File: config.mk
export PLATFORM = sky130hd
export DESIGN_NAME = seq_divider
export DESIGN_NICKNAME = d
export VERILOG_FILES = /design/src/rtl/seq_divider.sv
export SDC_FILE = /design/constraint.sdc
export NUM_CORES = 1
export LEC_CHECK = 0
export BUFFER_PORTS_ARGS = -buffer_cell sky130_fd_sc_hd__buf_2
export CAP_MARGIN = 20
export CORE_ASPECT_RATIO = 1.75
export CORE_MARGIN = 2
export CORE_UTILIZATION = 38
export DETAILED_ROUTE_END_ITERATION = 16
export HOLD_SLACK_MARGIN = 0.08
export PLACE_DENSITY = 0.59
export SYNTH_ARGS = -nofsm -noshare
export SYNTH_HDL_FRONTEND = slang
export SYNTH_SLANG_ARGS = --single-unit
File: constraint.sdc
create_clock -name clk -period 2.1 [get_ports clk]
set_input_delay 0.42 -clock clk [delete_from_list [all_inputs] [get_ports clk]]
set_output_delay 0.42 -clock clk [all_outputs]
set_load 0.05 [all_outputs]
File: src/rtl/seq_divider.sv
// Restoring sequential divider: one quotient bit per clock under a start/done handshake.
// Optional SIGNED_DIV_EN: two's-complement operands with a sign fix-up cycle before done.
module seq_divider #(
   parameter int unsigned WIDTH = 4
) (
   input  logic             clk,
   input  logic             rst_n,
   input  logic             start,
   input  logic [WIDTH-1:0] a,
   input  logic [WIDTH-1:0] b,
   output logic             busy,
   output logic             done,
   output logic [WIDTH-1:0] q,
   output logic [WIDTH-1:0] r,
   output logic             dbz,
   output logic             ovf
);

   localparam int unsigned CW = $clog2(WIDTH);

   typedef enum logic [1:0] {IDLE, RUN, FIX, FIN} state_t;

   state_t           state_q, state_d;
   logic [CW-1:0]    cnt_q, cnt_d;
   logic [WIDTH-1:0] rem_q, rem_d;
   logic [WIDTH-1:0] dvd_q, dvd_d;
   logic [WIDTH-1:0] dvs_q, dvs_d;
   logic [WIDTH-1:0] q_q, q_d;
   logic [WIDTH-1:0] r_q, r_d;
   logic             dbz_q, dbz_d;
   logic             ovf_q, ovf_d;

   logic [WIDTH:0]   rem_ext;
   logic [WIDTH:0]   trial;
   logic [WIDTH-1:0] rem_nxt;
   logic [WIDTH-1:0] dvd_nxt;

`ifdef SIGNED_DIV_EN
   localparam logic [WIDTH-1:0] MOST_NEG = {1'b1, {(WIDTH-1){1'b0}}};
   logic             neg_q_q, neg_q_d;
   logic             neg_r_q, neg_r_d;
   logic [WIDTH-1:0] a_mag, b_mag;

   assign a_mag = a[WIDTH-1] ? -a : a;
   assign b_mag = b[WIDTH-1] ? -b : b;
`endif

   // Dividend register doubles as the quotient: each shift pulls in the next quotient bit.
   assign rem_ext = {rem_q, dvd_q[WIDTH-1]};
   assign trial   = rem_ext - {1'b0, dvs_q};
   assign rem_nxt = trial[WIDTH] ? rem_ext[WIDTH-1:0] : trial[WIDTH-1:0];
   assign dvd_nxt = {dvd_q[WIDTH-2:0], ~trial[WIDTH]};

   always_comb begin
      state_d = state_q;
      cnt_d   = cnt_q;
      rem_d   = rem_q;
      dvd_d   = dvd_q;
      dvs_d   = dvs_q;
      q_d     = q_q;
      r_d     = r_q;
      dbz_d   = dbz_q;
      ovf_d   = ovf_q;
`ifdef SIGNED_DIV_EN
      neg_q_d = neg_q_q;
      neg_r_d = neg_r_q;
`endif
      unique case (state_q)
         IDLE: begin
            if (start) begin
               dbz_d = 1'b0;
               ovf_d = 1'b0;
               if (b == '0) begin
                  q_d     = '1;
                  r_d     = a;
                  dbz_d   = 1'b1;
                  state_d = FIN;
               end
`ifdef SIGNED_DIV_EN
               else if ((a == MOST_NEG) && (b == '1)) begin
                  q_d     = MOST_NEG;
                  r_d     = '0;
                  ovf_d   = 1'b1;
                  state_d = FIN;
               end
`endif
               else begin
`ifdef SIGNED_DIV_EN
                  dvd_d   = a_mag;
                  dvs_d   = b_mag;
                  neg_q_d = a[WIDTH-1] ^ b[WIDTH-1];
                  neg_r_d = a[WIDTH-1];
`else
                  dvd_d   = a;
                  dvs_d   = b;
`endif
                  rem_d   = '0;
                  cnt_d   = CW'(WIDTH - 1);
                  state_d = RUN;
               end
            end
         end
         RUN: begin
            rem_d = rem_nxt;
            dvd_d = dvd_nxt;
            cnt_d = cnt_q - CW'(1);
            if (cnt_q == '0) begin
`ifdef SIGNED_DIV_EN
               state_d = FIX;
`else
               q_d     = dvd_nxt;
               r_d     = rem_nxt;
               state_d = FIN;
`endif
            end
         end
`ifdef SIGNED_DIV_EN
         FIX: begin
            q_d     = neg_q_q ? -dvd_q : dvd_q;
            r_d     = neg_r_q ? -rem_q : rem_q;
            state_d = FIN;
         end
`endif
         FIN:     state_d = IDLE;
         default: state_d = IDLE;
      endcase
   end

   always_ff @(posedge clk or negedge rst_n) begin
      if (!rst_n) begin
         state_q <= IDLE;
         cnt_q   <= '0;
         rem_q   <= '0;
         dvd_q   <= '0;
         dvs_q   <= '0;
         q_q     <= '0;
         r_q     <= '0;
         dbz_q   <= 1'b0;
         ovf_q   <= 1'b0;
`ifdef SIGNED_DIV_EN
         neg_q_q <= 1'b0;
         neg_r_q <= 1'b0;
`endif
      end else begin
         state_q <= state_d;
         cnt_q   <= cnt_d;
         rem_q   <= rem_d;
         dvd_q   <= dvd_d;
         dvs_q   <= dvs_d;
         q_q     <= q_d;
         r_q     <= r_d;
         dbz_q   <= dbz_d;
         ovf_q   <= ovf_d;
`ifdef SIGNED_DIV_EN
         neg_q_q <= neg_q_d;
         neg_r_q <= neg_r_d;
`endif
      end
   end

   assign busy = (state_q == RUN) || (state_q == FIX);
   assign done = (state_q == FIN);
   assign q    = q_q;
   assign r    = r_q;
   assign dbz  = dbz_q;
   assign ovf  = ovf_q;

endmodule

# Yosys cells after proc, flatten, opt, wreduce, memory -nomap -nowiden

Cells that the tools add are included.
W data, S select, Z words.

$add $sub $neg: 2
Multipliers: 0
Div/mod/pow operators: 0
Magnitude comparators: 0
Equality and inequality tests: 7
Shift-type cells: 0
Multiplexer cells: 23
Bitwise gates (word level): 2
Reduce and logical (&&, ||, !) cells: 10

Operators with widths:

| kind                  | number |
|---|---|
| $mux W4               | 11 |
| $pmux W4 S2           | 4 |
| $mux W2               | 5 |
| $ne A2 B2 Y1 const B  | 4 |
| $pmux W2 S2           | 2 |
| $reduce_and A3 Y1     | 2 |
| $sub A5 B4 Y5         | 1 |
| $eq A2 B2 Y1 const B  | 2 |
| $logic_not A2 Y1      | 2 |
| $logic_not A4 Y1      | 1 |
| $reduce_and A2 Y1     | 2 |
| $reduce_and A4 Y1     | 1 |
| $eq A2 B1 Y1 const B  | 1 |
| $not A1 Y1            | 2 |
| $reduce_bool A2 Y1    | 1 |
| $sub A2 B1 Y2 const B | 1 |
| $logic_or A1 B1 Y1    | 1 |
| $mux W1               | 1 |

Bits in registers: 25
Latch bits: 0
Bits in writable memories: 0
Bits in read-only memories: 0
Output and inout bits: 12
Logic and storage cells: 52
Memories kept: 0

# Longest topological paths before layout

Word-level depth: 4
Gate-level depth with buffers: 9
Gate-level depth less buffers: 9

# Least setup slack after synthesis

No wires, ideal clock.

Path kind: flip-flop to flip-flop
Start point: register dvd_q[3]
End point: register r_q[0], in the netlist r[0]
Setup time: 0.082 ns
Data arrival time: 1.878 ns
Data required time: 2.018 ns
Path slack: 0.140 ns
Cell stages (with the launch flop): 10
Period minus slack after synthesis: 1.960 ns
Cells stage by stage: dfrtp_1 -> inv_1 -> ha_1 -> inv_1 -> fa_1 -> nand3_1 -> a21oi_1 -> or3_1 -> a21o_1 -> a31oi_1

Longest elaborated chain between the ends: 4

RTL lines:

| item                   | line | RTL |
|---|---|---|
| start, declared        | 26   | `logic [WIDTH-1:0] dvd_q, dvd_d;` |
| start signal, assigned | 148  | `dvd_q <= dvd_d;` |
| $sub A5 B4 Y5          | 50   | `assign trial = rem_ext - {1'b0, dvs_q};` |
| $mux W4 (*)            | 51   | `assign rem_nxt = trial[WIDTH] ? rem_ext[WIDTH-1:0] : trial[WIDTH-1:0];` |
| $mux W4 (*)            | 107  | `if (cnt_q == '0) begin` |
| $pmux W4 S2 (*)        | 68   | `unique case (state_q)` |
| end signal, assigned   | 151  | `r_q <= r_d;` |
| end, declared          | 29   | `logic [WIDTH-1:0] r_q, r_d;` |

Mark *: on every way between the ends. The rest lies on a longest branch, timed or not. The select of a mux whose other input is x is not followed.
A chain may end at the register's enable or synchronous reset.

# Final worst setup path

Ends and elaborated chain as after synthesis.

==> results summary <==
Counting every sink on the clock net gives 25. For this block, the via count after detailed routing is 1,107. The count of pins over their slew limit is 0. The minimum period implied by the final worst setup slack came out at 2.005 ns. For the pin with the worst max-slew slack, the measured transition is 0.5820 ns. The sequential cell area in the final layout is 625.6 sq um.

The number of global-route vias before repair is 1,126. The x dimension of the die came out at 49.08 microns. The I/O pin count is 23. The Yosys step of the flow raised 0 warnings. Max-cap violations in this run came to 0. The maximum single-stage delay on the critical path came out at 0.39 ns.

Walking the worst path, the cells encountered are inv_1, ha_1, inv_1, fa_2, nand3_4, a21oi_2, or3_1, a21o_1, a31oi_1. The remaining antenna violation count came out at 0. The utilization after layout is 47.68%. The first TritonRoute pass finished after 4 iterations. The area added between synthesis and finish came out at 19.91%. Clock-pin slew was measured on the worst setup and hold paths at 0.09 ns. The final worst hold slack came out at 0.1338 ns.

The core region is 3398 sq um. The first-pass GRT wire length is 5119 microns. On the critical path, the stage with the largest delay is an instance of dfrtp_1.

The flow ran to the end, and the final reports show no timing, DRC or antenna violations. The fmax is 0.4988 GHz. The summed area of non-filler cells in the final layout is 1620 sq um. The largest net degree at the start of global routing came out at 26. STA classifies the critical path startpoint as a flip-flop.

The post-detailed-placement cell area came out at 1530 sq um. The total wire length came out at 2950 microns. The effective utilization at floorplan came out at 39.76%. Setup violations remaining at the end of the flow were counted as 0.

The area taken by multi-input logic gates came out at 671.9 sq um. The TritonCTS buffer count came out at 3. The final worst-path cycle share is 95.46%. Setup repair after global routing left no endpoint under its margin. The post-route netlist has 26.32% of its cells at a drive strength greater than 1. After synthesis the cells add up to 1351 sq um. The floorplan step set the die height to 82.89 microns.

The detailed-route wire length per cell is 13.66 microns. The H-tree level count came out at 1. The via count normalized by instance count is 5.125. The total global routing track utilization came out at 15.90%. The setup clock skew after layout came out at 0.003387 ns. The worst slew slack as a fraction of its limit is 61.20%. The initial antenna violation count came out at 0.

The hold violation count in the final report came out at 0. The tightest min-delay check is of the in -> async type. The most numerous cell type found on the critical path is inv_1. The maximum clock path buffer count is 2. The floorplan has 28 rows. The number of antenna cells inserted is 0.

After filler insertion, the fill cell instance count of the layout stands at 352. The area of the die is 4068 sq um. The data arrival at the endpoint of the critical path came out at 2.20 ns. The number of buffers inserted for hold repair after clock tree synthesis is 0. At the end of the flow, the number of nets in the layout was 192.

Once detailed placement completed, the half-perimeter wirelength came to 2255 microns. The synthesized area per cell is 9.384 sq um. The post-synthesis net count came out at 164. At the end of routability-driven placement, the weighted congestion stood at 0.7783. STA classifies the critical path endpoint as a flip-flop. Along the worst path, the maximum fanout reaches 6. The endpoint required time on the critical path is 2.30 ns. The count of buffers inserted at the top-level ports is 21. For this run, the register share of the synthesized area comes to 46.30%. The critical path in this run is classified as reg -> reg. The TritonCTS clock tree is done. Synthesis produced 144 cells. The latest clock arrival within the worst-skew pair came out at 0.27 ns. The count of distinct cell types in the synthesized netlist is 28.

The register bit count reported by yosys is 25. The tree is rooted in a clkbuf_8. The final global-route overflow total is 0. For this run, design rule violations remaining after detail routing come to 0. The violation count after the first detailed-route iteration is 13.
critical path: cells and delay by family, from the launching register on:
kind | cells | cell delay [ns]
fa+ha+maj | 2 | 0.54
compound gates | 3 | 0.44
simple gates | 2 | 0.44
flops | 1 | 0.39
buf+inv | 2 | 0.12
worst paths after layout:
| path | start | to | slack (ns) | cells past startpoint |
|---|---|---|---|---|
| worst min-delay path | rst_n | dvs_q[2] | 0.13 | 1 |
| min in group clk | b[3] | dvs_q[3] | 0.40 | 3 |
| worst max-delay path | dvd_q[3] | r[0] | 0.1 | 9 |
| max in group asynchronous | rst_n | r[0] | 1.58 | 1 |
| worst min register to register | q[0] | q[0] | 0.51 | 1 |
| worst max register to register | dvd_q[3] | r[0] | 0.1 | 9 |
state kept, by name, indices dropped and copies added (netlist names):
register,count
dvd_q,4
r,4
q,4
state_q,2
dbz,1
rem_q,4
dvs_q,4
cnt_q,2
per-stage QoR:
stage / TNS (ns) / setup WS (ns) / cells
2_1_floorplan: 0 / 0.1401 / 144
3_3_place_gp: -0.009782 / -0.009782 / 211
3_5_place_dp: -0.08877 / -0.05971 / 211
4_1_cts: 0 / 0.007226 / 215
5_1_grt: 0 / 0.0007181 / 216
6_report: 0 / 0.09528 / 216
metal layers:
metal	global-route usage (%)	vias to the layer above	wire, microns
li1	-	544	-
met1	18.78	533	1152
met2	28.62	25	1652
met3	1.619	5	100
met4	6.234	0	45
met5	0	-	0
logic make-up (layout without fill, tap and decap cells):
family          Yosys count  count (layout)  synth area share, %
compound gates           43              43                19.82
xor+xnor                  2               2                1.297
fa+ha+maj                 9               9                8.889
buf+inv                  21              48                6.481
flops                    25              25                46.30
mux                       5               5                3.889
other cells               1               1               0.2775
simple gates             38              38                13.06
synth_stat cells:
library cell,n,area (sq um)
mux2_2,2,22.52
a31oi_1,8,50.05
inv_1,16,60.06
buf_2,1,5.000
nand3_1,4,20.02
nor4_4,1,21.27
mux2i_1,3,30.03
nor2_1,13,48.80
nand2_1,15,56.30
buf_4,2,15.01
a211oi_4,1,20.02
dfrtp_1,25,625.6
o22a_2,1,10.01
xnor2_1,2,17.52
o22ai_1,1,6.260
a41oi_2,1,16.27
o211ai_1,1,7.510
o21ai_0,17,85.08
nor3_1,1,5.000
a21oi_1,10,50.05
ha_1,8,100.1
or3_1,2,12.51
clkbuf_1,2,7.510
a21o_1,3,22.52
or2_2,1,6.260
conb_1,1,3.750
and3_1,1,6.260
fa_1,1,20.02
final cells by class:
| cell class | count | share of cell area [%] |
|---|---|---|
| Timing Repair Buffer | 28 | 9.730 |
| Tap cell | 45 | 3.475 |
| Multi-Input combinational cell | 98 | 41.47 |
| Clock inverter | 1 | 0.4633 |
| Clock buffer | 3 | 2.548 |
| Inverter | 16 | 3.707 |
| Sequential cell | 25 | 38.61 |
placed cells by master (no fill, tap or decap):
cell type | synthesis | routed
o22ai_2 | 0 | 1
nand3_4 | 0 | 1
buf_2 | 1 | 21
nand2_1 | 15 | 15
or2_2 | 1 | 1
nor2_1 | 13 | 13
conb_1 | 1 | 1
o21ai_1 | 0 | 1
o22a_2 | 1 | 1
xnor2_1 | 2 | 2
mux2_2 | 2 | 2
a211oi_4 | 1 | 1
o211ai_1 | 1 | 1
nor3_1 | 1 | 1
a31oi_1 | 8 | 8
inv_1 | 16 | 16
or3_1 | 2 | 2
a21oi_2 | 0 | 2
dfrtp_1 | 25 | 25
mux2i_1 | 3 | 3
a21oi_1 | 10 | 8
and3_4 | 0 | 1
o21ai_0 | 17 | 16
buf_4 | 2 | 7
clkinvlp_4 | 0 | 1
nand3_1 | 4 | 3
a21o_1 | 3 | 3
ha_1 | 8 | 8
a41oi_2 | 1 | 1
clkbuf_8 | 0 | 3
fa_2 | 0 | 1
nor4_4 | 1 | 1
timing repair:
item                                    4_1_cts  5_1_grt
setup buffers                                 0        1
resized for setup                             2        7
endpoints found under the setup margin        4        9
Power is left out: the tool's default activity adds up to more than one toggle a clock period on the data nets, which glitch-free logic cannot reach.
